==> src/rtl/mem_arb_pkg.sv <==
// mem_arb_pkg: shared state, requester and error-data definitions for the memory port arbiter
package mem_arb_pkg;
  typedef enum logic [1:0] {IDLE, ISSUE, RDWAIT} state_t;
  typedef enum logic {REQ_IF, REQ_LS} requester_t;
  localparam logic [31:0] DEF_ERR_DATA = 32'hDEAD_BEEF;
endpackage

==> src/rtl/rr_arbiter2.sv <==
// rr_arbiter2: two-way round-robin arbiter; ports: clk, reset, req[0]=IF/req[1]=LS, update strobe, one-hot grant
module rr_arbiter2
  import mem_arb_pkg::*;
(
  input  logic       clk,
  input  logic       reset,
  input  logic [1:0] req,
  input  logic       update,
  output logic [1:0] grant
);
  requester_t last;
  always_comb grant = &req ? (last == REQ_LS ? 2'b01 : 2'b10) : req;
  always_ff @(posedge clk or posedge reset)
    if (reset) last <= REQ_LS;
    else if (update && |grant) last <= grant[1] ? REQ_LS : REQ_IF;
endmodule

==> src/rtl/mem_port_arbiter.sv <==
// mem_port_arbiter: shares one Avalon-style memory port between the IF and LS ports; ports: clk/reset, IF port, LS port, memory port, sticky o_bus_err
module mem_port_arbiter
  import mem_arb_pkg::*;
#(
  parameter int AW = 32,
  parameter int DW = 32,
  parameter int TIMEOUT = 255,
  parameter logic [DW-1:0] ERR_DATA = DW'(DEF_ERR_DATA)
) (
  input  logic            clk,
  input  logic            reset,
  input  logic [AW-1:0]   i_if_addr,
  input  logic            i_if_rd,
  output logic [DW-1:0]   o_if_rddata,
  output logic            o_if_waitrequest,
  output logic            o_if_rddatavalid,
  input  logic [AW-1:0]   i_ls_addr,
  input  logic            i_ls_rd,
  input  logic            i_ls_wr,
  input  logic [DW-1:0]   i_ls_wrdata,
  input  logic [DW/8-1:0] i_ls_byte_en,
  output logic [DW-1:0]   o_ls_rddata,
  output logic            o_ls_waitrequest,
  output logic            o_ls_rddatavalid,
  output logic [AW-1:0]   o_mem_addr,
  output logic            o_mem_rd,
  output logic            o_mem_wr,
  output logic [DW-1:0]   o_mem_wrdata,
  output logic [DW/8-1:0] o_mem_byte_en,
  input  logic            i_mem_waitrequest,
  input  logic [DW-1:0]   i_mem_rddata,
  input  logic            i_mem_rddatavalid,
  output logic            o_bus_err
);
  localparam int CW = $clog2(TIMEOUT + 1);
  localparam logic [CW-1:0] TMAX = CW'(TIMEOUT);
  state_t state;
  requester_t owner;
  logic [CW-1:0] cnt;
  logic [1:0] grant;
  logic accept, rvalid, timeout;
  rr_arbiter2 u_arb (
    .clk    (clk),
    .reset  (reset),
    .req    ({i_ls_rd | i_ls_wr, i_if_rd}),
    .update (state == IDLE),
    .grant  (grant)
  );
  // Acceptance and read completion follow the memory handshake in the same cycle
  always_comb begin
    accept = state == ISSUE && !i_mem_waitrequest;
    rvalid = state == RDWAIT && (i_mem_rddatavalid || cnt == TMAX);
    timeout = rvalid && !i_mem_rddatavalid;
    o_if_waitrequest = !(accept && owner == REQ_IF);
    o_ls_waitrequest = !(accept && owner == REQ_LS);
    o_if_rddatavalid = rvalid && owner == REQ_IF;
    o_ls_rddatavalid = rvalid && owner == REQ_LS;
    o_if_rddata = timeout ? ERR_DATA : i_mem_rddata;
    o_ls_rddata = timeout ? ERR_DATA : i_mem_rddata;
  end
  always_ff @(posedge clk or posedge reset)
    if (reset) begin
      state <= IDLE;
      owner <= REQ_IF;
      cnt <= '0;
      o_mem_addr <= '0;
      o_mem_rd <= 1'b0;
      o_mem_wr <= 1'b0;
      o_mem_wrdata <= '0;
      o_mem_byte_en <= '0;
      o_bus_err <= 1'b0;
    end else begin
      if ((i_mem_rddatavalid && state != RDWAIT) || timeout) o_bus_err <= 1'b1;
      case (state)
        IDLE:
          if (|grant) begin
            state <= ISSUE;
            owner <= grant[1] ? REQ_LS : REQ_IF;
            o_mem_addr <= grant[1] ? i_ls_addr : i_if_addr;
            o_mem_rd <= grant[1] ? i_ls_rd & ~i_ls_wr : 1'b1;
            o_mem_wr <= grant[1] & i_ls_wr;
            o_mem_wrdata <= grant[1] ? i_ls_wrdata : '0;
            o_mem_byte_en <= grant[1] ? i_ls_byte_en : '1;
            // Simultaneous load and store: the store wins and the misuse is flagged
            if (grant[1] && i_ls_rd && i_ls_wr) o_bus_err <= 1'b1;
          end
        ISSUE:
          if (!i_mem_waitrequest) begin
            o_mem_rd <= 1'b0;
            o_mem_wr <= 1'b0;
            cnt <= '0;
            state <= o_mem_rd ? RDWAIT : IDLE;
          end
        RDWAIT: begin
          cnt <= cnt == TMAX ? cnt : cnt + 1'b1;
          if (rvalid) state <= IDLE;
        end
        default: state <= IDLE;
      endcase
    end
endmodule

==> config.mk <==
export PLATFORM = sky130hd
export DESIGN_NAME = mem_port_arbiter
export DESIGN_NICKNAME = d
export VERILOG_FILES = /design/src/rtl/mem_arb_pkg.sv /design/src/rtl/rr_arbiter2.sv /design/src/rtl/mem_port_arbiter.sv
export SDC_FILE = /design/constraint.sdc
export NUM_CORES = 1
export LEC_CHECK = 0
export ABC_AREA = 1
export ABC_CLOCK_PERIOD_IN_PS = 7840
export BUFFER_PORTS_ARGS = -buffer_cell sky130_fd_sc_hd__buf_4
export CORE_AREA = 2 2 108 110
export CTS_CLUSTER_SIZE = 16
export DETAILED_ROUTE_END_ITERATION = 12
export DIE_AREA = 0 0 110 112
export GPL_TIMING_DRIVEN = 0
export PLACE_DENSITY = 0.73
export SYNTH_ARGS = -nofsm -noshare
export SYNTH_HDL_FRONTEND = slang
export SYNTH_SLANG_ARGS = --single-unit
==> constraint.sdc <==
create_clock -name clk -period 7.84 [get_ports clk]
set_input_delay 1.96 -clock clk [delete_from_list [all_inputs] [get_ports clk]]
set_output_delay 1.96 -clock clk [all_outputs]
set_load 0.005 [all_outputs]
# Word-level counts from Yosys, hierarchy flattened
# Index checks and enable logic that the tools add are counted.
# classes
n_addsub	1
muxes	25
n_reduce_logical	26
n_eq_ne	8
n_bitwise	5
# op_table
op	count
2-to-1 mux 32 bit	3
2-to-1 mux 8 bit	2
one-hot mux 8 bit (2 select lines)	1
2-to-1 mux 2 bit	6
logical AND 1 bit	11
inequality test 2 bit, second input constant	5
2-to-1 mux 1 bit	9
AND reduction 3 bit	3
adder 8 x 1 -> 8 bit, second input constant	1
equality test 8 bit, second input constant	1
one-hot mux 2 bit (3 select lines)	1
logical NOT 1 bit	4
2-to-1 mux 4 bit	1
one-hot mux 1 bit (2 select lines)	2
AND reduction 2 bit	2
nonzero test 2 bit	2
AND 1 bit	2
equality test 2 x 1 -> 1 bit, second input constant	1
equality test 2 bit, second input constant	1
logical NOT 2 bit	1
logical OR 1 bit	2
inverter 1 bit	2
OR reduction 2 bit	1
bitwise OR 1 bit	1
# totals
out_inout_bits	139
wordCells	75
in_bits	139
ff_bits	83

# Logic depth before layout (Yosys ltp)
# Gate-level depths: netlist of the first run.
# depth
depth_word	9
mapped_depth	10

# By module
# Synthesis of the first run repeated with hierarchy kept, for this count alone.
# hier_totals
cells_unflattened	478
area_unflattened_um2	4131.5
# modules_own_cells
mod	area_each_um2	cells_per_inst	instances
mem_port_arbiter	4066.4	469	1
rr_arbiter2	65.1	9	1

# Least setup slack after synthesis of the first run
# Ideal clock, no wire load.
# synth_timing
path_kind	input-to-output
start	input i_mem_rddatavalid
end	output o_ls_rddata[17]
slack_ns	3.280
cell_stages	7
arrival_time_ns	2.600
t_required_ns	5.880
path_buffers	2
cell_sequence	inv_1 -> nand2_2 -> nand3_4 -> buf_6 -> nand2_1 -> inv_1 -> buf_4
# synth_between
elab_chain_cells	4
elab_cells_between_ends	5
# synth_lines
element	line	text
from (decl)	mem_port_arbiter.sv:32	input logic i_mem_rddatavalid,
logical OR 1 bit	mem_port_arbiter.sv:52	rvalid = state == RDWAIT && (i_mem_rddatavalid || cnt == TMAX);
logical AND 1 bit	mem_port_arbiter.sv:52	
logical AND 1 bit (*)	mem_port_arbiter.sv:53	timeout = rvalid && !i_mem_rddatavalid;
2-to-1 mux 32 bit (*)	-	
to (decl)	mem_port_arbiter.sv:22	output logic [DW-1:0] o_ls_rddata,
# Mark *: on every way between the ends. The rest lies on a longest branch, timed or not.

# Final worst setup path of the first run
# layout_timing
start	input i_mem_rddatavalid
end	output o_ls_rddata[28]
# layout_between
elab_chain_cells	4
elab_cells_between_ends	5
# layout_lines
element	line	text
logical OR 1 bit	mem_port_arbiter.sv:52	
logical AND 1 bit	mem_port_arbiter.sv:52	
logical AND 1 bit (*)	mem_port_arbiter.sv:53	
2-to-1 mux 32 bit (*)	mem_port_arbiter.sv:59	o_ls_rddata = timeout ? ERR_DATA : i_mem_rddata;
# Marked as above.

==> metrics.json, run 1 <==
{
  "starting_density_of_the_core": 0.377,
  "height_of_the_chip_um": 112,
  "drt-pass1-iter-count": 4,
  "finish.instance_area_um2": 6780,
  "library_cell_occupying_the_most_area_in_the_post_synthesis_netlist": "sky130_fd_sc_hd__dfrtp_1",
  "reg2reg_slack_ns": 6.26,
  "most_used_standard_cells_in_the_synthesized_netlist": "198 x sky130_fd_sc_hd__nand2_1, 82 x sky130_fd_sc_hd__dfrtp_1, 59 x sky130_fd_sc_hd__o21ai_1",
  "power_density_nw_per_um2": 316,
  "clock_tree_from_tritoncts": "built",
  "gp_routability_congestion": 0.865,
  "max_stage_delay_ns": 0.16,
  "clock_path_buffers": 2,
  "slew-limit-headroom": 0.674,
  "vias_after_detailed_routing": 4572,
  "synth_top_area_frac": 0.487,
  "reg2regPathDepth": 8,
  "detail_route.iter0.violations": 208,
  "avgSynthCellArea_um2": 7.73,
  "post_synthesis_cells": 545,
  "path_buf_inv": 5,
  "setup_tns_ns": 0,
  "hold_buffers": 0,
  "synthToLayoutAreaGrowth_pct": 61.0,
  "cts-buffers-inserted": 9,
  "fin_crit_ns": 4.93,
  "path_delay_family": "buffers and inverters",
  "cts.clk_slew.worst_paths_ns": 0.06,
  "grt_pass1_wl_um": 21700,
  "cts-root-buf": "sky130_fd_sc_hd__clkbuf_16",
  "grt_setup_unrepaired": "no",
  "layoutNonFillerInstCount": 982,
  "syn-cell-area_um2": 4210,
  "cts.sinks": 83,
  "postSynthNetCount": 685,
  "port_buffers": 277,
  "ir_drop_v": 0.000190,
  "worstHoldStart": "u_arb.last",
  "final_min_period_over_clock_period": 0.629,
  "route.final.wire_length_um": 14500,
  "crit_path_end_kind": "output pin",
  "viasPerCell": 4.66,
  "n_antenna_cell": 0,
  "cap_violations": 0,
  "detailedPlacementHpwl_um": 11400,
  "crit_arrival_ns": 2.97,
  "grt.overflow.total": 0,
  "most_frequent_cell_after_synthesis": "sky130_fd_sc_hd__nand2_1",
  "power_leakage_nw": 3.82,
  "drive_gt1_frac": 0.431,
  "critPathRequiredTime_ns": 5.88,
  "synth_warnings": 0,
  "whs_endpoint": "u_arb.last",
  "edff_count_synth": 0,
  "first_global_vias": 4504,
  "timing_worst_slew_pin_value_ns": 0.489,
  "cts.repair.resized": 0,
  "place_area_um2": 6500,
  "fp.dieArea_um2": 12300,
  "ys_types": 25,
  "critical_path.slowest_cell": "sky130_fd_sc_hd__buf_4",
  "cpMostUsedCell": "sky130_fd_sc_hd__buf_4",
  "maxClockFrequency_mhz": 203,
  "nature_of_the_critical_path_startpoint": "input pin",
  "core-area_um2": 11200,
  "finalClockSkew_ns": 0.00595,
  "fp.dieW_um": 110,
  "holdPathStages": 2,
  "fillerInstances": 987,
  "synth.top_cells.by_area": "sky130_fd_sc_hd__dfrtp_1 49%, sky130_fd_sc_hd__nand2_1 18%, sky130_fd_sc_hd__o21ai_1 7.0%, sky130_fd_sc_hd__buf_4 5.7%, sky130_fd_sc_hd__nor2_1 4.5%",
  "final-hold-violation-count": 0,
  "ant_nets": 0,
  "worst_hold_slack_ns": 0.460,
  "clock_tree.htree_level_count": 3,
  "clock_latency_at_the_later_pin_of_the_worst_skew_pair_ns": 0.34,
  "ioPinCount": 278,
  "synth_seq_cells": 83,
  "worst_hold_path_type": "reg -> reg",
  "status": "complete, no violations",
  "average_wire_per_standard_cell_um": 14.8,
  "grt_use_total": 0.231,
  "synth-main-ff-cell": "sky130_fd_sc_hd__dfrtp_1",
  "place.detailed.instances": 966,
  "drc": 0,
  "crit_path_cell_trace": "buf_4, inv_1, nand2_2, nand3_4, buf_6, nand2_1, buf_4, buf_4",
  "finish.net_count": 974,
  "setup-violations-final": 0,
  "worst_r2r_startpoint": "cnt[0]",
  "total_power_w": 0.00214,
  "cts_post_setup_buffers_inserted": 0,
  "grt_antenna_before_repair": 0,
  "synthArstFlopShare": 1.00,
  "critical_path.max_fanout": 10,
  "synth_sequential_area_ratio": 0.494,
  "std_cell_rows": 39,
  "grt_max_degree": 72,
  "critical_path_class": "in -> out",
  "worst_r2r_endpoint": "o_bus_err",
  "finalMaxSlewViolations": 0
}
## stage by stage
stage / utilization / worst slack [ns]
global placement: 0.579 / 2.71
CTS: 0.607 / 2.89
floorplan: - / 3.28
global route: 0.607 / 2.82
detailed placement: 0.582 / 2.90
finish: 0.607 / 2.91
## worst reg2reg max path, cell delays in order (launching register included)
cell and delay (ns):
sky130_fd_sc_hd__dfrtp_1 0.42, sky130_fd_sc_hd__ha_1 0.20, sky130_fd_sc_hd__nand2_1 0.11, sky130_fd_sc_hd__nor2_2 0.22, sky130_fd_sc_hd__nand2_2 0.12, sky130_fd_sc_hd__nand2_2 0.10
sky130_fd_sc_hd__nand3_4 0.12, sky130_fd_sc_hd__buf_6 0.17, sky130_fd_sc_hd__nand3_1 0.06
## flip-flops by register name, summed over array words and instances (netlist names)
signal and flops:
state 2, o_mem_wrdata 32, o_mem_addr 32, u_arb.last 1, o_mem_rd 1, o_mem_byte_en 4, owner 1, o_bus_err 1
o_mem_wr 1, cnt 8
## worst max path at each step
stage,depth (start not counted),to,start
floorplan,7,o_ls_rddata[17],i_mem_rddatavalid
global placement,2,o_mem_addr[21],reset
detailed placement,8,o_ls_rddata[25],i_mem_rddatavalid
CTS,8,o_ls_rddata[25],i_mem_rddatavalid
global route,8,o_ls_rddata[25],i_mem_rddatavalid
finish,8,o_ls_rddata[28],i_mem_rddatavalid
## cells in the final DEF, fill, tap and decap left out, types with 2 or more instances in the layout
cell type / Yosys / final
sky130_fd_sc_hd__nor2_2: 3 / 3
sky130_fd_sc_hd__clkinv_2: 0 / 2
sky130_fd_sc_hd__nand2_2: 4 / 4
sky130_fd_sc_hd__clkinvlp_4: 0 / 2
sky130_fd_sc_hd__nor2_1: 51 / 51
sky130_fd_sc_hd__buf_6: 10 / 10
sky130_fd_sc_hd__clkbuf_1: 7 / 8
sky130_fd_sc_hd__or2_2: 2 / 2
sky130_fd_sc_hd__buf_2: 6 / 6
sky130_fd_sc_hd__inv_1: 46 / 45
sky130_fd_sc_hd__nand3_1: 15 / 15
sky130_fd_sc_hd__o21ai_0: 14 / 14
sky130_fd_sc_hd__nand2_1: 198 / 198
sky130_fd_sc_hd__clkbuf_16: 0 / 9
sky130_fd_sc_hd__a21oi_1: 2 / 2
sky130_fd_sc_hd__dfrtp_1: 82 / 82
sky130_fd_sc_hd__clkbuf_8: 0 / 2
sky130_fd_sc_hd__buf_4: 32 / 309
sky130_fd_sc_hd__inv_2: 5 / 5
sky130_fd_sc_hd__o21ai_1: 59 / 59
## power by group
part / internal [W] / switching, W / total [W] / leakage [nW]
combinational: 0.000499 / 0.000524 / 0.00102 / 2.65
clock: 0.000231 / 0.000171 / 0.000402 / 0.135
sequential: 0.000610 / 0.000104 / 0.000714 / 1.03
## kinds of logic after synthesis
group / synth area share
simple gates: 0.264
xor+xnor: 0.00208
compound gates: 0.0936
flops: 0.494
fa+ha+maj: 0.00297
buf+inv: 0.144
## routing by layer
layer,routed length (µm),global-route usage,vias to the layer above,part of all wire
met2,7340,0.407,212,0.51
met5,0,0,-,0
met1,5400,0.256,2106,0.37
li1,-,-,2227,-
met3,1450,0.0685,27,0.10
met4,304,0.0945,0,0.021
## layout make-up
type                    instances  area (µm²)  share of cell area
multi-input cells             355        1530               0.225
clock inverters                 4        25.0             0.00369
repair buffers                278        2110               0.311
flip-flops and latches         83        2080               0.307
clock buffers                  12         256              0.0378
well taps                     143         179              0.0264
plain buffers                  56         414              0.0611
inverters                      51         194              0.0286
Note: power is estimated with default switching activity, not from simulation.
==> run 2, diff against run 1 <==
--- a/config.mk
+++ b/config.mk
@@ -6,14 +6,14 @@
 export NUM_CORES = 1
 export LEC_CHECK = 0
 export ABC_AREA = 1
-export ABC_CLOCK_PERIOD_IN_PS = 7840
+export ABC_CLOCK_PERIOD_IN_PS = 5000
 export BUFFER_PORTS_ARGS = -buffer_cell sky130_fd_sc_hd__buf_4
-export CORE_AREA = 2 2 108 110
+export CORE_AREA = 2 2 107 109
 export CTS_CLUSTER_SIZE = 16
 export DETAILED_ROUTE_END_ITERATION = 12
-export DIE_AREA = 0 0 110 112
+export DIE_AREA = 0 0 109 111
 export GPL_TIMING_DRIVEN = 0
-export PLACE_DENSITY = 0.73
+export PLACE_DENSITY = 0.75
 export SYNTH_ARGS = -nofsm -noshare
 export SYNTH_HDL_FRONTEND = slang
 export SYNTH_SLANG_ARGS = --single-unit
==> constraint.sdc (replaced) <==
create_clock -name clk -period 5 [get_ports clk]
set_input_delay 1.25 -clock clk [delete_from_list [all_inputs] [get_ports clk]]
set_output_delay 1.25 -clock clk [all_outputs]
set_load 0.005 [all_outputs]
==> run 2 against run 1 <==
  * Cell count unchanged
  * First-iteration DRC count increased by 22%
  * Highest routed layer unchanged
  * Non-clock buffer count unchanged
  * Critical path depth unchanged
  * Utilization increased by 0.72 points
  * Die area decreased by 1.8%
  * Routed wire length decreased by 1.3%
  * Sequential power increased by 57%
==> metrics.json, run 2 (synthesis results as in run 1) <==
{
  "setup_tns_ns": 0,
  "drc": 0,
  "crit_path_cell_trace": "buf_4, inv_1, nand2_2, nand3_4, buf_6, nand2_1, buf_4, buf_4",
  "height_of_the_chip_um": 111,
  "ir_drop_v": 0.000299,
  "first_global_vias": 4459,
  "grt_max_degree": 50,
  "reg2regPathDepth": 8,
  "holdPathStages": 2,
  "fillerInstances": 984,
  "combPwrFrac": 0.472,
  "fin_crit_ns": 3.52,
  "hold_buffers": 0,
  "port_buffers": 277,
  "average_wire_per_standard_cell_um": 14.6,
  "worst_r2r_endpoint": "o_mem_wrdata[21]",
  "mostFrequentLayoutCell": "sky130_fd_sc_hd__buf_4",
  "seq_power_share": 0.330,
  "cap_violations": 0,
  "sw_power_w": 0.00126,
  "most_frequent_cells_in_the_layout": "309 x sky130_fd_sc_hd__buf_4, 198 x sky130_fd_sc_hd__nand2_1, 82 x sky130_fd_sc_hd__dfrtp_1",
  "setup-violations-final": 0,
  "worstHoldStart": "u_arb.last",
  "core-area_um2": 11100,
  "final_min_period_over_clock_period": 0.704,
  "cts_post_setup_buffers_inserted": 0,
  "fp.dieW_um": 109,
  "critical_path.max_fanout": 10,
  "clock_tree.htree_level_count": 3,
  "max_stage_delay_ns": 0.16,
  "critical_path.slowest_cell": "sky130_fd_sc_hd__buf_4",
  "detail_route.iter0.violations": 253,
  "cts.sinks": 83,
  "worst_hold_slack_ns": 0.468,
  "final-hold-violation-count": 0,
  "std_cell_rows": 39,
  "cts-buffers-inserted": 9,
  "crit_path_start": "i_mem_rddatavalid",
  "grt_pass1_wl_um": 22000,
  "reg2reg_slack_ns": 3.45,
  "power_leakage_nw": 3.83,
  "grt_setup_unrepaired": "no",
  "whs_endpoint": "u_arb.last",
  "critical_path_class": "in -> out",
  "cpMostUsedCell": "sky130_fd_sc_hd__buf_4",
  "crit_arrival_ns": 2.27,
  "timing_worst_slew_pin_value_ns": 0.491,
  "sw_frac_of_total": 0.373,
  "grt_antenna_before_repair": 0,
  "cts.repair.resized": 0,
  "grt_use_total": 0.236,
  "route.final.wire_length_um": 14300,
  "viasPerCell": 4.64,
  "ioPinCount": 278,
  "starting_density_of_the_core": 0.380,
  "n_antenna_cell": 0,
  "finalClockSkew_ns": 0.00433,
  "clock_tree_from_tritoncts": "built",
  "cts.clk_slew.worst_paths_ns": 0.06,
  "grt.overflow.total": 0,
  "ant_nets": 0,
  "gp_routability_congestion": 0.863,
  "slew-limit-headroom": 0.673,
  "fp.dieArea_um2": 12100,
  "drive_gt1_frac": 0.433,
  "finalMaxSlewViolations": 0,
  "biggest_regs": "o_mem_addr (32), o_mem_wrdata (32), cnt (8)",
  "clkPwrFrac": 0.198,
  "nature_of_the_critical_path_startpoint": "input pin",
  "maxClockFrequency_mhz": 284,
  "clock_path_buffers": 2,
  "status": "complete, no violations",
  "clock_latency_at_the_later_pin_of_the_worst_skew_pair_ns": 0.34,
  "critPathRequiredTime_ns": 3.75,
  "worst_r2r_startpoint": "u_arb.last",
  "worst_hold_path_type": "reg -> reg",
  "detailedPlacementHpwl_um": 11400,
  "cts-root-buf": "sky130_fd_sc_hd__clkbuf_16",
  "vias_after_detailed_routing": 4557,
  "internal_power_w": 0.00213,
  "finish.net_count": 974,
  "synthToLayoutAreaGrowth_pct": 61.5,
  "power_density_nw_per_um2": 499,
  "crit_path_end_kind": "output pin",
  "drt-pass1-iter-count": 4
}
run 2: changes by cell type in the layout (fill, tap and decap cells not counted):
cell	delta
sky130_fd_sc_hd__clkinv_4	+1
sky130_fd_sc_hd__clkbuf_8	-2
sky130_fd_sc_hd__bufinv_16	+1
sky130_fd_sc_hd__clkbuf_1	-1
sky130_fd_sc_hd__clkinv_2	-1
sky130_fd_sc_hd__inv_6	+2
run 2: worst max path at each step:
stage | to
final | o_ls_rddata[28]
after global routing | o_ls_rddata[28]
after CTS | o_ls_rddata[28]
after detailed placement | o_ls_rddata[28]
after global placement | o_mem_addr[15]
after floorplan | cnt[0]
run 2: area by class of cell:
class                      count  area [µm²]  area share
clock inverter                 7        76.3      0.0112
sequential                    83        2080       0.306
clock buffer                   9         225      0.0331
buffer                        56         414      0.0609
tap                          143         179      0.0263
multi-input combinational    355        1530       0.224
timing repair buffer         278        2110       0.310
inverter                      51         194      0.0285
run 2: per-layer routing:
layer | track usage | share of wire | up-vias
met5 | 0 | 0 | -
met4 | 0.102 | 0.028 | 0
met3 | 0.0794 | 0.098 | 34
met2 | 0.414 | 0.51 | 207
met1 | 0.255 | 0.36 | 2091
li1 | - | - | 2225
run 2: power groups by stage:
stage | Clock (W) | Combinational, W | Sequential, W
global placement | 0 | 0.00158 | 0.00111
CTS | 0.000684 | 0.00162 | 0.00112
global route | 0.000712 | 0.00178 | 0.00115
finish | 0.000672 | 0.00160 | 0.00112
detailed placement | 0 | 0.00162 | 0.00112
floorplan | 0 | 0.000787 | 0.00113
run 2: worst max-delay path, delay by kind of cell:
family        cells  cell delay, ns
simple gates      3            0.33
buf+inv           5            0.68
run 2: metrics by stage:
| step | area (µm²) | util | instances | power [W] | setup slack (ns) |
|---|---|---|---|---|---|
| after floorplan | 4210 | - | 545 | 0.00191 | 1.61 |
| after global placement | 6470 | 0.584 | 965 | 0.00269 | 0.588 |
| after detailed placement | 6500 | 0.587 | 966 | 0.00275 | 1.46 |
| after CTS | 6800 | 0.614 | 982 | 0.00343 | 1.45 |
| after global routing | 6800 | 0.614 | 982 | 0.00365 | 1.40 |
| final | 6800 | 0.614 | 982 | 0.00339 | 1.48 |
